`src/rtl/spi_master.sv`:
```
`default_nettype none
// ============================================================================
//  Module      : spi_master
//  Description : SPI initiator, mode 0 (CPOL=0, CPHA=0), MSB first, one
//                DATA_WIDTH-bit word per transfer. Optional bursts keep chip
//                select low between words until the host releases it.
//  Revision    : 1.0 - initial release
// ----------------------------------------------------------------------------
//  Ports
//    clk          in   1   system clock, all logic on rising edge
//    rst_n        in   1   asynchronous active-low reset
//    i_start      in   1   transfer request, honoured in IDLE or BURST only
//    i_tx_data    in   DW  word to send, latched on an accepted start
//    i_keep_cs    in   1   latched with start; 1 = remain in BURST afterwards
//    i_cs_release in   1   in BURST without start: close the burst
//    o_rx_data    out  DW  received word, valid with o_done, held until next
//    o_busy       out  1   high in SETUP / XFER / HOLD
//    o_done       out  1   one-cycle pulse per completed word
//    o_spi_clk    out  1   SPI clock, idles low
//    o_mosi       out  1   SPI data out
//    i_miso       in   1   SPI data in
//    o_cs         out  1   chip select, active low
// ============================================================================
module spi_master #(
  parameter int DATA_WIDTH = 8,
  parameter int CLK_DIV    = 4,
  parameter int CS_SETUP   = 2,
  parameter int CS_HOLD    = 2
) (
  input  logic                  clk,
  input  logic                  rst_n,
  input  logic                  i_start,
  input  logic [DATA_WIDTH-1:0] i_tx_data,
  input  logic                  i_keep_cs,
  input  logic                  i_cs_release,
  output logic [DATA_WIDTH-1:0] o_rx_data,
  output logic                  o_busy,
  output logic                  o_done,
  output logic                  o_spi_clk,
  output logic                  o_mosi,
  input  logic                  i_miso,
  output logic                  o_cs
);

  // One shared down-timer serves SETUP, XFER half-periods and HOLD, so it is
  // sized for the longest of the three intervals.
  localparam int c_CNT_MAX_A = (CLK_DIV > CS_SETUP) ? CLK_DIV : CS_SETUP;
  localparam int c_CNT_MAX   = (c_CNT_MAX_A > CS_HOLD) ? c_CNT_MAX_A : CS_HOLD;
  localparam int c_CNT_W     = $clog2(c_CNT_MAX + 1);
  localparam int c_BIT_W     = $clog2(DATA_WIDTH + 1);

  localparam logic [c_CNT_W-1:0] c_SETUP_LAST = c_CNT_W'(CS_SETUP - 1);
  localparam logic [c_CNT_W-1:0] c_HALF_LAST  = c_CNT_W'(CLK_DIV - 1);
  localparam logic [c_CNT_W-1:0] c_HOLD_LAST  = c_CNT_W'(CS_HOLD - 1);
  localparam logic [c_BIT_W-1:0] c_BITS       = c_BIT_W'(DATA_WIDTH);

  if ((CLK_DIV < 2) || (CS_SETUP < 1) || (CS_HOLD < 1) || (DATA_WIDTH < 2)) begin : g_param_check
    $error("spi_master: CLK_DIV must be >= 2, CS_SETUP/CS_HOLD >= 1, DATA_WIDTH >= 2");
  end

  typedef enum logic [2:0] {
    S_IDLE  = 3'd0,
    S_SETUP = 3'd1,
    S_XFER  = 3'd2,
    S_HOLD  = 3'd3,
    S_BURST = 3'd4
  } state_t;

  state_t                r_state,     w_state;
  logic [c_CNT_W-1:0]    r_cnt,       w_cnt;
  logic [c_BIT_W-1:0]    r_bit_cnt,   w_bit_cnt;
  logic [DATA_WIDTH-1:0] r_tx_sh,     w_tx_sh;
  logic [DATA_WIDTH-1:0] r_rx_sh,     w_rx_sh;
  logic [DATA_WIDTH-1:0] r_rx_data,   w_rx_data;
  logic                  r_keep,      w_keep;
  logic                  r_hold_done, w_hold_done;
  logic                  r_busy,      w_busy;
  logic                  r_done,      w_done;
  logic                  r_sclk,      w_sclk;
  logic                  r_mosi,      w_mosi;
  logic                  r_cs,        w_cs;

  always_ff @(posedge clk or negedge rst_n) begin
    if (!rst_n) begin
      r_state     <= S_IDLE;
      r_cnt       <= '0;
      r_bit_cnt   <= '0;
      r_tx_sh     <= '0;
      r_rx_sh     <= '0;
      r_rx_data   <= '0;
      r_keep      <= 1'b0;
      r_hold_done <= 1'b0;
      r_busy      <= 1'b0;
      r_done      <= 1'b0;
      r_sclk      <= 1'b0;
      r_mosi      <= 1'b0;
      r_cs        <= 1'b1;
    end else begin
      r_state     <= w_state;
      r_cnt       <= w_cnt;
      r_bit_cnt   <= w_bit_cnt;
      r_tx_sh     <= w_tx_sh;
      r_rx_sh     <= w_rx_sh;
      r_rx_data   <= w_rx_data;
      r_keep      <= w_keep;
      r_hold_done <= w_hold_done;
      r_busy      <= w_busy;
      r_done      <= w_done;
      r_sclk      <= w_sclk;
      r_mosi      <= w_mosi;
      r_cs        <= w_cs;
    end
  end

  always_comb begin
    w_state     = r_state;
    w_cnt       = r_cnt;
    w_bit_cnt   = r_bit_cnt;
    w_tx_sh     = r_tx_sh;
    w_rx_sh     = r_rx_sh;
    w_rx_data   = r_rx_data;
    w_keep      = r_keep;
    w_hold_done = r_hold_done;
    w_busy      = r_busy;
    w_done      = 1'b0;
    w_sclk      = r_sclk;
    w_mosi      = r_mosi;
    w_cs        = r_cs;

    case (r_state)
      S_IDLE: begin
        w_cs = 1'b1;
        if (i_start) begin
          w_tx_sh   = i_tx_data;
          w_keep    = i_keep_cs;
          w_mosi    = i_tx_data[DATA_WIDTH-1];
          w_cs      = 1'b0;
          w_busy    = 1'b1;
          w_cnt     = '0;
          w_bit_cnt = '0;
          w_state   = S_SETUP;
        end
      end

      S_SETUP: begin
        if (r_cnt == c_SETUP_LAST) begin
          w_cnt   = '0;
          w_state = S_XFER;
        end else begin
          w_cnt = r_cnt + c_CNT_W'(1);
        end
      end

      S_XFER: begin
        if (r_cnt == c_HALF_LAST) begin
          w_cnt  = '0;
          w_sclk = ~r_sclk;
          if (!r_sclk) begin
            // Rising edge: capture the slave's bit.
            w_rx_sh   = {r_rx_sh[DATA_WIDTH-2:0], i_miso};
            w_bit_cnt = r_bit_cnt + c_BIT_W'(1);
          end else begin
            // Falling edge: present the next bit for the following rise.
            w_tx_sh = {r_tx_sh[DATA_WIDTH-2:0], 1'b0};
            w_mosi  = r_tx_sh[DATA_WIDTH-2];
            if (r_bit_cnt == c_BITS) begin
              // Last falling edge: all bits already captured.
              w_rx_data = r_rx_sh;
              w_bit_cnt = '0;
              if (r_keep) begin
                w_done  = 1'b1;
                w_busy  = 1'b0;
                w_state = S_BURST;
              end else begin
                w_hold_done = 1'b1;
                w_state     = S_HOLD;
              end
            end
          end
        end else begin
          w_cnt = r_cnt + c_CNT_W'(1);
        end
      end

      S_HOLD: begin
        if (r_cnt == c_HOLD_LAST) begin
          w_cnt   = '0;
          w_cs    = 1'b1;
          w_busy  = 1'b0;
          // A burst closed by cs_release already reported its last word.
          w_done  = r_hold_done;
          w_state = S_IDLE;
        end else begin
          w_cnt = r_cnt + c_CNT_W'(1);
        end
      end

      S_BURST: begin
        w_cs   = 1'b0;
        w_sclk = 1'b0;
        if (i_start) begin
          // Start takes priority over a simultaneous cs_release.
          w_tx_sh   = i_tx_data;
          w_keep    = i_keep_cs;
          w_mosi    = i_tx_data[DATA_WIDTH-1];
          w_busy    = 1'b1;
          w_cnt     = '0;
          w_bit_cnt = '0;
          w_state   = S_XFER;
        end else if (i_cs_release) begin
          w_busy      = 1'b1;
          w_cnt       = '0;
          w_hold_done = 1'b0;
          w_state     = S_HOLD;
        end
      end

      default: begin
        w_state = S_IDLE;
      end
    endcase
  end

  assign o_rx_data = r_rx_data;
  assign o_busy    = r_busy;
  assign o_done    = r_done;
  assign o_spi_clk = r_sclk;
  assign o_mosi    = r_mosi;
  assign o_cs      = r_cs;

endmodule
`default_nettype wire

```
`config.mk`:
```
export PLATFORM = sky130hd
export DESIGN_NAME = spi_master
export DESIGN_NICKNAME = d
export VERILOG_FILES = /design/src/rtl/spi_master.sv
export SDC_FILE = /design/constraint.sdc
export NUM_CORES = 1
export LEC_CHECK = 0
export ABC_AREA = 1
export CAP_MARGIN = 20
export CORE_ASPECT_RATIO = 1.5
export CORE_MARGIN = 5
export CORE_UTILIZATION = 23
export CTS_CLUSTER_DIAMETER = 60
export DETAILED_ROUTE_END_ITERATION = 8
export PLACE_DENSITY = 0.52
export SLEW_MARGIN = 20
export SYNTH_ARGS = -nofsm -noshare
export SYNTH_HDL_FRONTEND = slang
export SYNTH_SLANG_ARGS = --single-unit
```
`constraint.sdc`:
```
create_clock -name clk -period 1.8 [get_ports clk]
set_input_delay 0.45 -clock clk [delete_from_list [all_inputs] [get_ports clk]]
set_output_delay 0.45 -clock clk [all_outputs]
set_load 0.1 [all_outputs]
```
* Yosys cells after proc, flatten, opt, wreduce, memory -nomap -nowiden
Index checks and enable logic that the tools add are counted.
Word-level totals: output and inout port bits 13, input bits 14, register bits 40, logic and storage cells 111
Operators by class: equal/unequal tests 20, reductions and logical operators 19, muxes and demuxes 56, add/sub/neg operators 2, bitwise operators 1
Operator list (number):
- $mux W3 | 14
- $mux W1 | 25
- $mux W7 | 3
- $ne A2 B2 Y1 const B | 10
- $mux W4 | 4
- $pmux W3 S5 | 1
- $pmux W7 S2 | 1
- $reduce_and A7 Y1 | 2
- $pmux W3 S4 | 1
- $reduce_and A4 Y1 | 3
- $eq A3 B2 Y1 const B | 3
- $pmux W1 S2 | 4
- $pmux W4 S2 | 1
- $reduce_and A8 Y1 | 1
- $reduce_bool A4 Y1 | 2
- $eq A3 B1 Y1 const B | 2
- $ne A3 B3 Y1 const B | 2
- $reduce_and A2 Y1 | 3
- $reduce_and A3 Y1 | 2
- $add A4 B1 Y4 const B | 1
- $eq A4 B4 Y1 const B | 1
- $pmux W1 S4 | 1
- $reduce_bool A2 Y1 | 2
- $reduce_or A2 Y1 | 2
- other kinds (7) | 7

* Longest topological paths before layout
word-level depth 5, mapped depth 9, mapped depth without buffers 9

* Worst setup path before layout
Ideal clock, no wire load.
kind register to register, from register r_sclk, in the netlist o_spi_clk, to register r_rx_sh[1], setup slack 0.075 ns, path buffers 1, setup time 0.126 ns, data required time 1.674 ns, cell stages (with the launch flop) 7, period minus slack after synthesis 1.725 ns, arrival 1.599 ns, cell sequence dfrtp_1 > inv_1 > nand2_2 > nor2_2 > buf_4 > nand2_1 > o21ai_0
On the way: longest elaborated chain between the ends 2
Ends and longest elaborated chain:
- from (decl) | line 79 | logic r_sclk, w_sclk;
- from (signal assigned) | line 109 | r_sclk <= w_sclk;
- $not A1 Y1 (no source line)
- $reduce_and A3 Y1 (no source line)
- to (signal assigned) | line 103 | r_rx_sh <= w_rx_sh;
- to (decl) | line 73 | logic [DATA_WIDTH-1:0] r_rx_sh, w_rx_sh;
No other way between the ends. A chain may end at the register's enable or synchronous reset.

* Worst setup path after layout
from register r_cnt[0], to register r_bit_cnt[2]
On the way: longest elaborated chain between the ends 3
Ends and longest elaborated chain:
- from (decl) | line 70 | logic [c_CNT_W-1:0] r_cnt, w_cnt;
- from (signal assigned) | line 100 | r_cnt <= w_cnt;
- $eq A3 B2 Y1 | line 155 | if (r_cnt == c_HALF_LAST) begin
- $ne A2 B2 Y1 (no source line)
- $reduce_and A4 Y1 (no source line)
- to (signal assigned) | line 101 | r_bit_cnt <= w_bit_cnt;
- to (decl) | line 71 | logic [c_BIT_W-1:0] r_bit_cnt, w_bit_cnt;
No other way between the ends.

==> reports/qor.yml <==
die:
  io_pins: 27
  die_h_um: 125
  fp.dieW_um: 86.7
  dieArea_mm2: 0.0109
  row_count: 42
  core_mm2: 0.00872
  initial_core_util: 0.233
grt:
  met1_usage: 0.0998
  grt_overflow: 0
  antenna_found_initial: 0
  grt-busiest-layer: "met2"
  use_met2: 0.143
  grt_pass1_wl_mm: 7.39
  track_usage: 0.0863
  first_global_vias: 1584
  globalRouteMet3Util: 0.0165
  grt_max_degree: 23
placed_design:
  pre_cts_ws_ns: 0.171
  io_buffers: 26
  placed_cells: 369
  hpwl_mm: 3.21
  placed_area_mm2: 0.00258
  gp_congestion: 0.883
worst_setup_path:
  crit_required_ns: 1.97
  timing.critical_path.mode_cell: "nand2_1"
  critical_path.max_stage_delay_ns: 0.39
  arrival_ns: 1.73
  crit_slowest_cell: "dfrtp_1"
  path_cells: "ha_1 > ha_1 > inv_1 > nand2_1 > nand4_1 > nand2_1 > nand2_1"
  cp-end-kind: "register"
  path_class: "register to register"
  crit_path_max_fanout: 5
  critPathLaunchType: "register"
clock_network:
  cts_tree: "built"
  ctsResizeCount: 0
  cts_root_buffer: "clkbuf_16"
  htreeDepth: 2
  post_cts_buffers: 0
  clock_sinks: 40
  clockBufferDepth: 2
  cts_hold_buf: 0
  numCtsBuffers: 5
  clock_latency_ns: 0.28
  clk_pin_slew_ns: 0.06
routing:
  drtAntennaViolNets: 0
  wire_per_inst_um: 11.4
  num_vias: 1578
  vias_per_cell: 4.20
  drtPass1Iterations: 4
  drtIter0Drc: 52
  drc_errors: 0
  drt_wl_total_mm: 4.29
logic_synthesis:
  synth.distinct_cells: 29
  synth_warnings: 0
  syn_nets: 253
  ys_seq_area_frac: 0.493
  ys_ff_latch: 40
  postSynthCellCount: 233
  synth_area_mm2: 0.00203
  postSynthAreaPerCell_um2: 8.72
timing:
  rsz0062_at_grt: "false"
  worst_slack_ns: 0.245
  fin_hold_ws_ns: 0.113
  setup_violations: 0
  min_period_ns: 1.56
  hold_viol: 0
  drv_slew: 0
  finClkSkew_ns: 0.00160
  tightest_slew_ns: 0.459
  max_slew_margin: 0.694
  fin_crit_sh: 0.864
  fmax_mhz: 643
  tns_ns: 0
finish:
  drive_gt1_frac: 0.188
  diodes: 0
  num-nets-final: 286
  syn2layout_area_growth_pct: 33.4
  final_cell_count_no_fill: 376
  final_cell_area_mm2: 0.00271
job:
  drv.max_cap_violation_count: 0
status:
  status: "finished, final reports clean"
pwr:
  p_leak_nw: 1.24
  power_density_mw_per_mm2: 1420
  ir_drop_mv: 0.794
min_path:
  hold_class: "input pin to async pin"
==> cells in the mapped netlist, drive strengths merged <==
cell type / instances / area share
o21ai: 38 / 0.11
buf: 6 / 0.023
ha: 6 / 0.037
nand2: 71 / 0.14
xor2: 1 / 0.0043
o211ai: 2 / 0.0074
nor2: 13 / 0.039
a21oi: 4 / 0.0099
nand4: 3 / 0.017
nand3b: 1 / 0.0037
o32ai: 1 / 0.0080
dfstp: 1 / 0.013
inv: 31 / 0.057
xnor2: 1 / 0.0043
dfrtp: 39 / 0.48
nand3: 13 / 0.034
o22ai: 2 / 0.0092
==> metrics by stage <==
stage / util / power, mW
CTS: 0.311 / 3.93
finish: 0.311 / 3.86
global route: 0.311 / 4.14
global placement: 0.295 / 3.04
floorplan: - / 2.53
detailed placement: 0.295 / 3.06
==> registers in the layout, indices dropped and copies added (netlist names), 3 cells and up <==
| name | cells |
|---|---|
| o_rx_data | 8 |
| r_rx_sh | 8 |
| r_tx_sh | 7 |
| r_bit_cnt | 4 |
| r_cnt | 3 |
| r_state | 3 |
==> metal layers <==
metal | part of all wire | up-vias
li1 | - | 808
met1 | 0.43 | 742
met2 | 0.51 | 23
met3 | 0.031 | 5
met4 | 0.024 | 0
met5 | 0 | -
==> worst max-delay path, delay by kind of cell (launching register included) <==
family        cells  cell delay, ns
simple gates      4            0.50
fa+ha+maj         2            0.43
flops             1            0.39
buf+inv           1            0.13
==> report_power, final <==
part	internal, mW	switching, mW	leakage (nW)	total (mW)
Sequential	1.14	0.212	0.523	1.35
Clock	0.503	0.338	0.0667	0.841
Combinational	0.583	1.09	0.649	1.67
Total	2.22	1.64	1.24	3.86
==> final cells by class <==
class | count | area, µm²
Clock inverter | 1 | 5.00
Timing Repair Buffer | 32 | 455
Inverter | 31 | 116
Clock buffer | 6 | 129
Tap cell | 110 | 138
Fill cell | 960 | 6010
Multi-Input combinational cell | 156 | 866
Sequential cell | 40 | 1000
==> path summary, 6_finish.rpt <==
kind / cells after the start / slack [ns] / to / startpoint
worst min register to register: 2 / 0.48 / r_rx_sh[5] / r_rx_sh[4]
worst min-delay path: 1 / 0.11 / o_rx_data[3] / rst_n
worst max register to register: 7 / 0.24 / r_bit_cnt[2] / r_cnt[0]
max in group asynchronous: 2 / 1.12 / o_cs / rst_n
min in group clk: 2 / 0.48 / r_rx_sh[5] / r_rx_sh[4]
worst max-delay path: 7 / 0.24 / r_bit_cnt[2] / r_cnt[0]
==> cells in the final DEF (no fill, tap or decap), types with 2 or more instances in the layout <==
master / n
o21ai_0: 30
nor2_1: 8
o21ai_2: 8
nand2_1: 67
ha_1: 6
nor2_2: 3
buf_4: 4
inv_1: 29
clkbuf_16: 5
dfrtp_1: 39
a21oi_1: 4
o211ai_1: 2
clkdlybuf4s50_1: 12
buf_12: 15
nand3_1: 12
nand2_4: 3
nand4_1: 2
inv_2: 2
==> cell families (layout without fill, tap and decap cells) <==
group | count (synthesis) | after routing | synth area share
AND/OR/NAND/NOR | 101 | 101 | 0.238
AO/OA/AOI/OAI | 47 | 47 | 0.143
flip-flops | 40 | 40 | 0.493
buffers and inverters | 37 | 70 | 0.0807
adder cells (fa/ha/maj) | 6 | 6 | 0.0369
XOR/XNOR | 2 | 2 | 0.00862
Power figures use the tool's default switching activity.
